$ cat src/rtl/grid_write_scheduler.sv
// grid_write_scheduler
//   Sole writer of the 64x64 GridData tile RAM (one colour index per cell).
//   Two requesters share the write port under round-robin arbitration. A
//   built-in clear engine sweeps every cell to one colour. An optional frame
//   gate holds every write until vertical blank.
// Ports
//   iVGA_CLK, iRST_n              clock, asynchronous active-low reset
//   a_req/a_addr/a_data -> a_ack  requester A (processor / game logic)
//   b_req/b_addr/b_data -> b_ack  requester B (cursor / sprite engine)
//   clr_start, clr_color          start a full-grid clear with this colour
//   clr_busy, clr_done            sweep running / one-cycle completion pulse
//   gate_en, vblank               write gate: writes only while vblank if enabled
//   wren/wraddress/data_gridData  registered RAM write port
module grid_write_scheduler #(
  parameter int ADDR_W     = 12,
  parameter int DATA_W     = 4,
  parameter int GRID_CELLS = 4096
) (
  input  logic              iVGA_CLK,
  input  logic              iRST_n,
  input  logic              a_req,
  input  logic [ADDR_W-1:0] a_addr,
  input  logic [DATA_W-1:0] a_data,
  output logic              a_ack,
  input  logic              b_req,
  input  logic [ADDR_W-1:0] b_addr,
  input  logic [DATA_W-1:0] b_data,
  output logic              b_ack,
  input  logic              clr_start,
  input  logic [DATA_W-1:0] clr_color,
  output logic              clr_busy,
  output logic              clr_done,
  input  logic              gate_en,
  input  logic              vblank,
  output logic              wren_gridData,
  output logic [ADDR_W-1:0] wraddress_gridData,
  output logic [DATA_W-1:0] data_gridData
);

  // One extra bit so GRID_CELLS == 2**ADDR_W is reachable as the end marker.
  localparam int CNT_W = ADDR_W + 1;

  typedef enum logic {ST_IDLE, ST_CLEAR} state_t;

  typedef struct packed {
    logic [ADDR_W-1:0] addr;
    logic [DATA_W-1:0] data;
  } wr_t;

  state_t            state_q, state_d;
  logic [CNT_W-1:0]  cnt_q, cnt_d;
  logic [DATA_W-1:0] color_q, color_d;
  logic              rr_b_q, rr_b_d;     // 1: B wins the next tie
  logic              wren_q, wren_d;
  wr_t               wr_q, wr_d;
  logic              a_ack_q, a_ack_d;
  logic              b_ack_q, b_ack_d;
  logic              busy_q, busy_d;
  logic              done_q, done_d;

  logic open, elig_a, elig_b, grant_a, grant_b;

  assign open    = ~gate_en | vblank;
  // A requester whose ack is showing still presents the address just written.
  assign elig_a  = a_req & ~a_ack_q;
  assign elig_b  = b_req & ~b_ack_q;
  assign grant_a = elig_a & (~elig_b | ~rr_b_q);
  assign grant_b = elig_b & ~grant_a;

  always_comb begin
    state_d = state_q;
    cnt_d   = cnt_q;
    color_d = color_q;
    rr_b_d  = rr_b_q;
    wren_d  = 1'b0;
    wr_d    = wr_q;
    a_ack_d = 1'b0;
    b_ack_d = 1'b0;
    busy_d  = busy_q;
    done_d  = 1'b0;
    case (state_q)
      ST_IDLE: begin
        if (clr_start) begin
          // Clear wins over a same-edge request; the request simply waits.
          state_d = ST_CLEAR;
          cnt_d   = '0;
          color_d = clr_color;
          busy_d  = 1'b1;
        end else if (open) begin
          if (grant_a) begin
            wren_d  = 1'b1;
            wr_d    = '{addr: a_addr, data: a_data};
            a_ack_d = 1'b1;
            rr_b_d  = 1'b1;
          end else if (grant_b) begin
            wren_d  = 1'b1;
            wr_d    = '{addr: b_addr, data: b_data};
            b_ack_d = 1'b1;
            rr_b_d  = 1'b0;
          end
        end
      end
      ST_CLEAR: begin
        if (cnt_q == CNT_W'(GRID_CELLS)) begin
          // Last clear write is on the port now; report done and hand back.
          state_d = ST_IDLE;
          busy_d  = 1'b0;
          done_d  = 1'b1;
        end else if (open) begin
          wren_d = 1'b1;
          wr_d   = '{addr: cnt_q[ADDR_W-1:0], data: color_q};
          cnt_d  = cnt_q + 1'b1;
        end
      end
      default: state_d = ST_IDLE;
    endcase
  end

  always_ff @(posedge iVGA_CLK or negedge iRST_n) begin
    if (!iRST_n) begin
      state_q <= ST_IDLE;
      cnt_q   <= '0;
      color_q <= '0;
      rr_b_q  <= 1'b0;
      wren_q  <= 1'b0;
      wr_q    <= '0;
      a_ack_q <= 1'b0;
      b_ack_q <= 1'b0;
      busy_q  <= 1'b0;
      done_q  <= 1'b0;
    end else begin
      state_q <= state_d;
      cnt_q   <= cnt_d;
      color_q <= color_d;
      rr_b_q  <= rr_b_d;
      wren_q  <= wren_d;
      wr_q    <= wr_d;
      a_ack_q <= a_ack_d;
      b_ack_q <= b_ack_d;
      busy_q  <= busy_d;
      done_q  <= done_d;
    end
  end

  assign a_ack              = a_ack_q;
  assign b_ack              = b_ack_q;
  assign clr_busy           = busy_q;
  assign clr_done           = done_q;
  assign wren_gridData      = wren_q;
  assign wraddress_gridData = wr_q.addr;
  assign data_gridData      = wr_q.data;

endmodule

$ cat config.mk
export PLATFORM = sky130hd
export DESIGN_NAME = grid_write_scheduler
export DESIGN_NICKNAME = d
export VERILOG_FILES = /design/src/rtl/grid_write_scheduler.sv
export SDC_FILE = /design/constraint.sdc
export NUM_CORES = 1
export LEC_CHECK = 0
export ABC_AREA = 1
export ABC_CLOCK_PERIOD_IN_PS = 1400
export BUFFER_PORTS_ARGS = -buffer_cell sky130_fd_sc_hd__clkbuf_2
export CAP_MARGIN = 20
export CORE_ASPECT_RATIO = 2
export CORE_MARGIN = 1.5
export CORE_UTILIZATION = 48
export CTS_CLUSTER_SIZE = 16
export DETAILED_ROUTE_END_ITERATION = 8
export PLACE_DENSITY = 0.76
export SLEW_MARGIN = 10
export SYNTH_ARGS = -nofsm -noshare
export SYNTH_HDL_FRONTEND = slang
export SYNTH_SLANG_ARGS = --single-unit
$ cat constraint.sdc
create_clock -name iVGA_CLK -period 1.4 [get_ports iVGA_CLK]
set_input_delay 0.28 -clock iVGA_CLK [delete_from_list [all_inputs] [get_ports iVGA_CLK]]
set_output_delay 0.28 -clock iVGA_CLK [all_outputs]
set_load 0.02 [all_outputs]
---- Yosys cells after proc, flatten, opt, wreduce, memory -nomap -nowiden ----
Cells that the tools add are included.
Widths: inputs -> output; s select.
cells by class
  bitwise operators ....................... 14
  equal/unequal tests ..................... 8
  mux-type cells .......................... 36
  add/sub/neg operators ................... 1
  reductions and logical operators ........ 6
operator list
  cell                   number
  $mux 16                6
  $mux 13                3
  $pmux 16 s2            1
  $pmux 13 s2            1
  $mux 1                 22
  $add 13x1->13 const B  1
  $eq 13x13->1 const B   1
  $ne 2x2->1 const B     4
  $not 1->1              8
  $pmux 1 s2             3
  $reduce_and 5->1       1
  $and 1x1->1            4
  $ne 2x1->1 const B     2
  $reduce_and 2->1       2
  $reduce_and 4->1       1
  $ne 3x3->1 const B     1
  $reduce_and 3->1       1
  $or 1x1->1             2
  $reduce_bool 2->1      1
storage, ports and cells
  logic and storage cells ................. 76
  input port bits ......................... 43
  register bits ........................... 40

---- Depth between registers and ports, before layout ----
Gate-level depths: netlist of run 1.
  depth after elaboration ................. 12
  mapped depth ............................ 10
  gate-level depth less buffers ........... 9

---- Worst setup path after synthesis of run 1 ----
No wires, ideal clock.
  path type ............................... flip-flop to flip-flop
  start ................................... register cnt_q[0]
  end ..................................... register wr_q, in the netlist wraddress_gridData[6]
  period minus slack after synthesis ...... 1.541 ns
  slack ................................... -0.141 ns
  required time ........................... 1.284 ns
  arrival ................................. 1.424 ns
  cell stages (with the launch flop) ...... 11
  path through ............................ dfrtp_1 > inv_1 > ha_1 > nand2_1 > nor3_4 > nand2_4 > nand2_8 > nand2_4 > buf_6 > nand2_1 > nand2_1
on the way
  cells in the longest elaborated chain, start to end .. 3
ends and longest elaborated chain
  item                               RTL line  text
  start: declaration                 51        logic [CNT_W-1:0] cnt_q, cnt_d;
  start signal: assignment           133       cnt_q <= cnt_d;
  $eq 13x13->1                       104       if (cnt_q == CNT_W'(GRID_CELLS)) begin
  $ne 2x2->1 (no source line)        --
  $reduce_and 5->1 (no source line)  --
  end signal: assignment             137       wr_q <= wr_d;
  end: declaration                   55        wr_t wr_q, wr_d;
Every way passes these cells.
A chain may end at the register's enable or synchronous reset.

---- Worst setup path in the final report of run 1 ----
  start ................................... register cnt_q[0]
  end ..................................... register busy_q (netlist: clr_busy)
on the way
  cells in the longest elaborated chain, start to end .. 3
ends and longest elaborated chain
  item                               RTL line  text
  $eq 13x13->1                       104
  $ne 2x1->1 (no source line)        --
  $reduce_and 2->1 (no source line)  --
  end signal: assignment             140       busy_q <= busy_d;
  end: declaration                   58        logic busy_q, busy_d;
Every way passes these cells.

==> results of run 1 <==
timing repair:
item,4_1_cts,5_1_grt
gates resized for setup,13,15
hold buffers,1,0
setup endpoints to repair,32,36
buffers inserted,4,3
endpoints found under the hold margin,40,0
cloned,0,2
pin swaps,5,5
synthesized netlist by cell type:
library cell / number / area share [%]
a21oi_1: 4 / 0.80
buf_1: 1 / 0.15
buf_2: 5 / 1.0
buf_4: 2 / 0.60
buf_6: 2 / 0.90
clkbuf_1: 2 / 0.30
dfrtp_1: 40 / 40
ha_1: 2 / 1.0
inv_1: 52 / 7.8
inv_2: 3 / 0.45
mux2_2: 1 / 0.45
nand2_1: 130 / 19
nand2_2: 2 / 0.50
nand2_4: 2 / 0.90
nand2_8: 1 / 0.80
nand3_1: 49 / 9.8
nand3_2: 3 / 1.2
nand3b_1: 4 / 1.2
nand4_1: 6 / 1.5
nor2_1: 23 / 3.4
nor2_2: 3 / 0.75
nor2_4: 3 / 1.3
nor2_8: 1 / 0.80
nor3_1: 1 / 0.20
nor3_4: 1 / 0.65
o21ai_0: 16 / 3.2
o21ai_2: 1 / 0.35
xnor2_1: 1 / 0.35
xor2_1: 1 / 0.35
state kept, by name (all words and copies together), names as in the netlist:
signal	count
color_q	4
state_q	1
rr_b_q	1
b_ack	1
wren_gridData	1
cnt_q	13
data_gridData	4
wraddress_gridData	12
clr_done	1
clr_busy	1
a_ack	1
cells by family (layout without fill, tap and decap cells):
logic type	Yosys count	after routing	share of synthesized area, %
AOI/OAI and AO/OA	21	21	4.34
xor gates and xnor gates	2	2	0.698
adders and majority gates	2	2	0.997
buffers and inverters	67	167	11.2
DFF	40	40	39.9
muxes	1	1	0.449
and+or+nand+nor	229	231	42.5
routing by layer:
metal	vias up	GRT usage, %	routed length [µm]
li1	1332	-	-
met1	1232	28.8	2640
met2	100	47.4	4040
met3	33	4.67	317
met4	0	15.5	323
met5	-	0	0
through the flow:
| stage | setup WS [ps] | util, % | hold slack [ps] |
|---|---|---|---|
| after floorplan | -87.8 | - | -15.6 |
| after global placement | -50.6 | 61.0 | 267 |
| after detailed placement | -109 | 61.0 | 270 |
| after CTS | -121 | 64.4 | 212 |
| after global routing | -203 | 66.6 | 227 |
| final | -136 | 66.6 | 214 |
worst max-delay path: stages, from the launching register on:
cell and delay, ps:
dfrtp_2 460, inv_2 100, ha_4 140, nand2_4 40
nor3_4 170, buf_4 170, nand3_4 110, buf_6 150
nand2_2 40, nand2_1 40
cells in the final DEF (no fill, tap or decap):
cell type and instances:
xor2_1 1, dlygate4sd3_1 1, inv_1 49, nor2_4 4, buf_6 2, dfrtp_2 1
nand3b_1 4, nand3_1 46, clkinv_4 1, nor3_2 1, clkbuf_8 5, nor2_8 1
nand3_4 1, clkinv_2 2, buf_12 1, buf_4 37, nand3_2 5, nand2_4 4
nand2_2 9, ha_4 2, dfrtp_1 39, o21ai_0 16, nor2_1 22, nor3_4 1
mux2_2 1, inv_2 6, nand4_1 6, nand2_1 120, xnor2_1 1, nor2_2 3
o21ai_2 1, clkbuf_2 63, nand2_8 4, a21oi_1 4
layout make-up:
cell class                      count  area (µm²)
Multi-Input combinational cell    257        1380
Timing Repair Buffer              104         646
Inverter                           55         206
Clock buffer                        5        68.8
Fill cell                         464        1700
Clock inverter                      3        18.8
Sequential cell                    40        1000
Tap cell                           58        72.6
final timing paths:
path                                   from                    end  slack, ps  cells past startpoint
hold reg to reg            data_gridData[1]       data_gridData[1]        490                      2
setup / recovery                   cnt_q[0]               clr_busy       -140                      9
setup reg to reg                   cnt_q[0]               clr_busy       -140                      9
max in group asynchronous            iRST_n               cnt_q[0]        680                      3
hold / removal                 clr_color[3]             color_q[3]        210                      2
min in group asynchronous            iRST_n  wraddress_gridData[8]        490                      3
power by group through the flow:
stage	logic [mW]	registers [mW]	clock network, mW
3_5_place_dp	1.33	1.50	0
2_1_floorplan	0.629	1.62	0
5_1_grt	1.63	1.51	0.858
4_1_cts	1.39	1.48	0.796
6_report	1.46	1.49	0.779
3_3_place_gp	1.31	1.49	0
==> impl_results.md, run 1 <==
* Rel. slew slack at 66.4%
* Routed wire per std cell at 14.0 µm
* Yosys warns at 0
* Worst-path fanout max at 3
* CP startpoint kind: flip-flop
* Area Growth Syn to Fin at 35.1%
* Synthesized Nets at 407
* Fin. max-slew vios at 0
* Initial DRC Count at 148
* WS Path Type: flip-flop to flip-flop
* Crit path time final at 1540 ps
* PD cells at 1100 mW/mm²
* Total grt overflow at 0
* Setup violators final at 32
* First-pass GRT wire length at 11,700 µm
* Antenna Cells at 0
* Net Sw Power at 1.42 mW
* Worst-margin pin slew at 504 ps
* Root buffer cell: clkbuf_8
* Skew-Pair Late Insertion Delay at 300 ps
* Cells after synthesis at 362
* Design Area, Final at roughly 0.0034 mm²
* Tot Pwr at ~3.7 mW
* DRC viols at 0
* Row cnt at 37
* Max IR drop VDD at just under 0.001 V
* Setup TNS at -3550 ps
* Clock Sink Count at 40
* Switching Fraction at 38.0%
* Placer congestion estimate at 0.990
* PortBufs at 63
* Vias/cell at 5.17
* Power share of the sequential group at between 30% and 40%
* Hold Path Class: primary input to flip-flop
* Internal power at 2.32 mW
* WL final at about 7300 µm
* Drt first pass iters at 4
* Worst Path Arrival at about 1700 ps
* Status: finished with violations
* H-tree depth at 2
* RSZ-0062 raised after global routing: yes
* Die area at 0.00570 mm²
* Clock Path Buffers at 2
* Max-Cap Viols at 0
* Worst path required time at 1600 ps
* Via Count at 2,697
* Core box area at 0.00509 mm²
* IO Count at 64
* Post-route setup slack at -136 ps
* Register area share after synthesis at 39.9%
* Post-DP Area at 0.00310 mm²
* Netlist cell types at 29
* CTS tree: done
* Die Wd at 54.1 µm
* Crit. End Element: flip-flop
* Clock slew at reported path FFs at ~80 ps
* GRT Util Overall at 27.3%
* Starting Density at 49.3%
* Antenna Nets Post-Route at 0
* Initial antenna violation count at 0
* Fmax at 651 MHz
* Lkg Pwr at about 1.9 nW
* CTS buffer count at 5
* Syn_area_per_cell at 6.93 µm²
* Die Y at about 110 µm
* Vias in the first global route at 2,661
* Largest net degree at the start of global routing at 41
* Final net count at 508
* Post-DP HPWL at 5180 µm
* Final hold vios at 0
* Placed Instances at slightly above 500
* Layout cells sized above 1 at 33.4%
* Clk pwr share at a little over a fifth
* Failing checks: setup timing
* Combinational Power Share at approximately two fifths
* Setup Skew at 2.56 ps
* Synthesized flop and latch total at 40
* Post-route clock period utilization at 110%
* Synthesized area at between 0.002 and 0.003 mm²
* Fin cells at 522
Note: power is estimated with default switching activity, not from simulation.
==> run 2: changes to the inputs <==
==> constraint.sdc (replaced) <==
create_clock -name iVGA_CLK -period 1.4 [get_ports iVGA_CLK]
set_input_delay 0.28 -clock iVGA_CLK [delete_from_list [all_inputs] [get_ports iVGA_CLK]]
set_output_delay 0.28 -clock iVGA_CLK [all_outputs]
set_load 0.05 [all_outputs]
==> run 2 against run 1 <==
The run still ends with setup timing left. Clock power grew 9.2%. Sequential power is essentially flat. Setup slack gained 96 ps. Wire length shrank 11%. Clock skew grew 8.4 ps. Die area is the same.
==> impl_results.md, run 2 (synthesized netlist as in run 1, its figures left out) <==
* Status: finished with violations
* Failing checks: setup timing
* WS Path Type: flip-flop to flip-flop
* Critical-path top delay cell: dfrtp_1
* First-pass GRT wire length at 10,600 µm
* CP startpoint kind: flip-flop
* Worst Hold Path Cells at 2
* Crit path time final at 1440 ps
* Vias/cell at 4.97
* CTS buffer count at 5
* Placer congestion estimate at 0.903
* Fin. max-slew vios at 0
* Final net count at between 400 and 500
* Largest net degree at the start of global routing at 41
* Die Y at 105 µm
* Register area at 0.00100 mm²
* Hold Path Class: primary input to flip-flop
* Worst-path fanout max at 17
* Most frequent cells in the layout: nand2_1, clkbuf_2, inv_1, nand3_1, dfrtp_1
* Initial antenna violation count at 0
* Row cnt at 37
* Routed wire per std cell at 12.8 µm
* Die Wd at approximately 54 µm
* Final hold vios at 0
* Multi-input logic area at 0.00128 mm²
* Clock Path Buffers at 2
* Total grt overflow at 0
* Skew-Pair Late Insertion Delay at 310 ps
* PD cells at 1190 mW/mm²
* Layout cells sized above 1 at between 20% and 30%
* IO Count at between 60 and 70
* PortBufs at 63
* Setup violators final at 28
* Largest register FFs at 13
* Vias in the first global route at 2,431
* Area Growth Syn to Fin at 30.2%
* Post-route setup slack at -39.5 ps
* Worst path required time at 1590 ps
* H-tree depth at 2
* Max IR drop VDD at 0.00102 V
* RSZ-0062 raised after global routing: yes
* Max-Cap Viols at 0
* Root buffer cell: clkbuf_8
* CTS tree: done
* Tot Pwr at 3.89 mW
* Antenna Cells at 0
* R2R cell count at 9
* Core box area at ~0.0051 mm²
* Rel. slew slack at between 70% and 80%
* GRT Util Overall at between 20% and 30%
* Crit. End Element: flip-flop
* Crit path largest cell delay at 420 ps
* Most flop-heavy register: cnt_q
* Antenna Nets Post-Route at 0
* Worst Path Arrival at 1630 ps
* WL final at 6540 µm
* Pre-CTS setup slack at -83.5 ps
* Critical path, cell by cell: inv_2 -> ha_4 -> nand2_2 -> nor3_4 -> nand2_4 -> nand2_8 -> nand2_8 -> nand2_1 -> nand2_1
* Drt first pass iters at 4
* Initial DRC Count at 61
* Post-route clock period utilization at 103%
* Die area at 0.00570 mm²
* Commonest non-fill, non-tap cell in the layout: nand2_1
* Post-DP HPWL at roughly 5100 µm
* Worst-margin pin slew at about 320 ps
* Filler Cells Inserted at 469
* Fmax at 695 MHz
* DRC viols at 0
* Lkg Pwr at 1.86 nW
* Clock slew at reported path FFs at 70 ps
* Starting Density at 49.3%
* Via Count at 2,551
* Setup Skew at 10.9 ps
* Clock Sink Count at 40
[run 2: cell types whose count changed in the layout (fill, tap and decap cells not counted), moves of 2 or more]
cell      delta
nand2_8      -2
clkbuf_8     +2
buf_4        -7
nand3_1      +2
nand2_2      -5
nand2_1      +6
clkinv_2     -2
[run 2: critical path, delay by kind of cell (launching register included)]
| kind | cells | cell delay [ps] |
|---|---|---|
| flops | 1 | 420 |
| buf+inv | 1 | 100 |
| simple gates | 7 | 680 |
| fa+ha+maj | 1 | 130 |
[run 2: per-layer routing]
layer / track usage [%] / vias to the layer above / part of all wire (%)
met5: 0 / - / 0
met4: 11.8 / 0 / 3.0
met3: 4.25 / 18 / 4.5
met2: 43.0 / 71 / 54
met1: 28.1 / 1155 / 38
li1: - / 1307 / -
[run 2: final cells by class]
| class | count | share of cell area [%] |
|---|---|---|
| inverters | 55 | 6.32 |
| well taps | 58 | 2.22 |
| multi-input cells | 255 | 39.3 |
| flip-flops and latches | 40 | 30.7 |
| clock buffers | 8 | 3.06 |
| repair buffers | 97 | 18.4 |
[run 2: stage by stage]
stage | hold WS [ps] | utilization, % | cell area [µm²] | instances | setup TNS (ps)
2_1_floorplan | -15.6 | - | 2540 | 362 | -983
3_5_place_dp | 269 | 60.9 | 3100 | 501 | -1460
5_1_grt | 215 | 64.2 | 3270 | 513 | -3000
6_report | 213 | 64.2 | 3270 | 513 | -494
3_3_place_gp | 265 | 60.9 | 3100 | 501 | -83.2
4_1_cts | 210 | 63.6 | 3240 | 511 | -453
[run 2: what timing repair did]
action	in CTS	in global routing
resized for setup	6	5
pin swaps	1	1
buffers inserted	1	2
endpoints found under the hold margin	40	0
hold buffers	1	0
endpoints found under the setup margin	31	32
[run 2: path summary, 6_finish.rpt]
| kind | start | end | slack, ps |
|---|---|---|---|
| setup reg to reg | cnt_q[0] | data_gridData[2] | -40 |
| min in group asynchronous | iRST_n | cnt_q[9] | 480 |
| setup / recovery | cnt_q[0] | data_gridData[2] | -40 |
| max in group asynchronous | iRST_n | a_ack | 680 |
| hold reg to reg | clr_busy | clr_busy | 480 |
| hold / removal | clr_color[3] | color_q[3] | 210 |
[run 2: power by group]
part	switching, mW	total (mW)	internal (mW)	leakage (nW)
clock network	0.401	0.851	0.450	0.0515
registers	0.168	1.51	1.34	0.499
logic	0.964	1.54	0.575	1.31
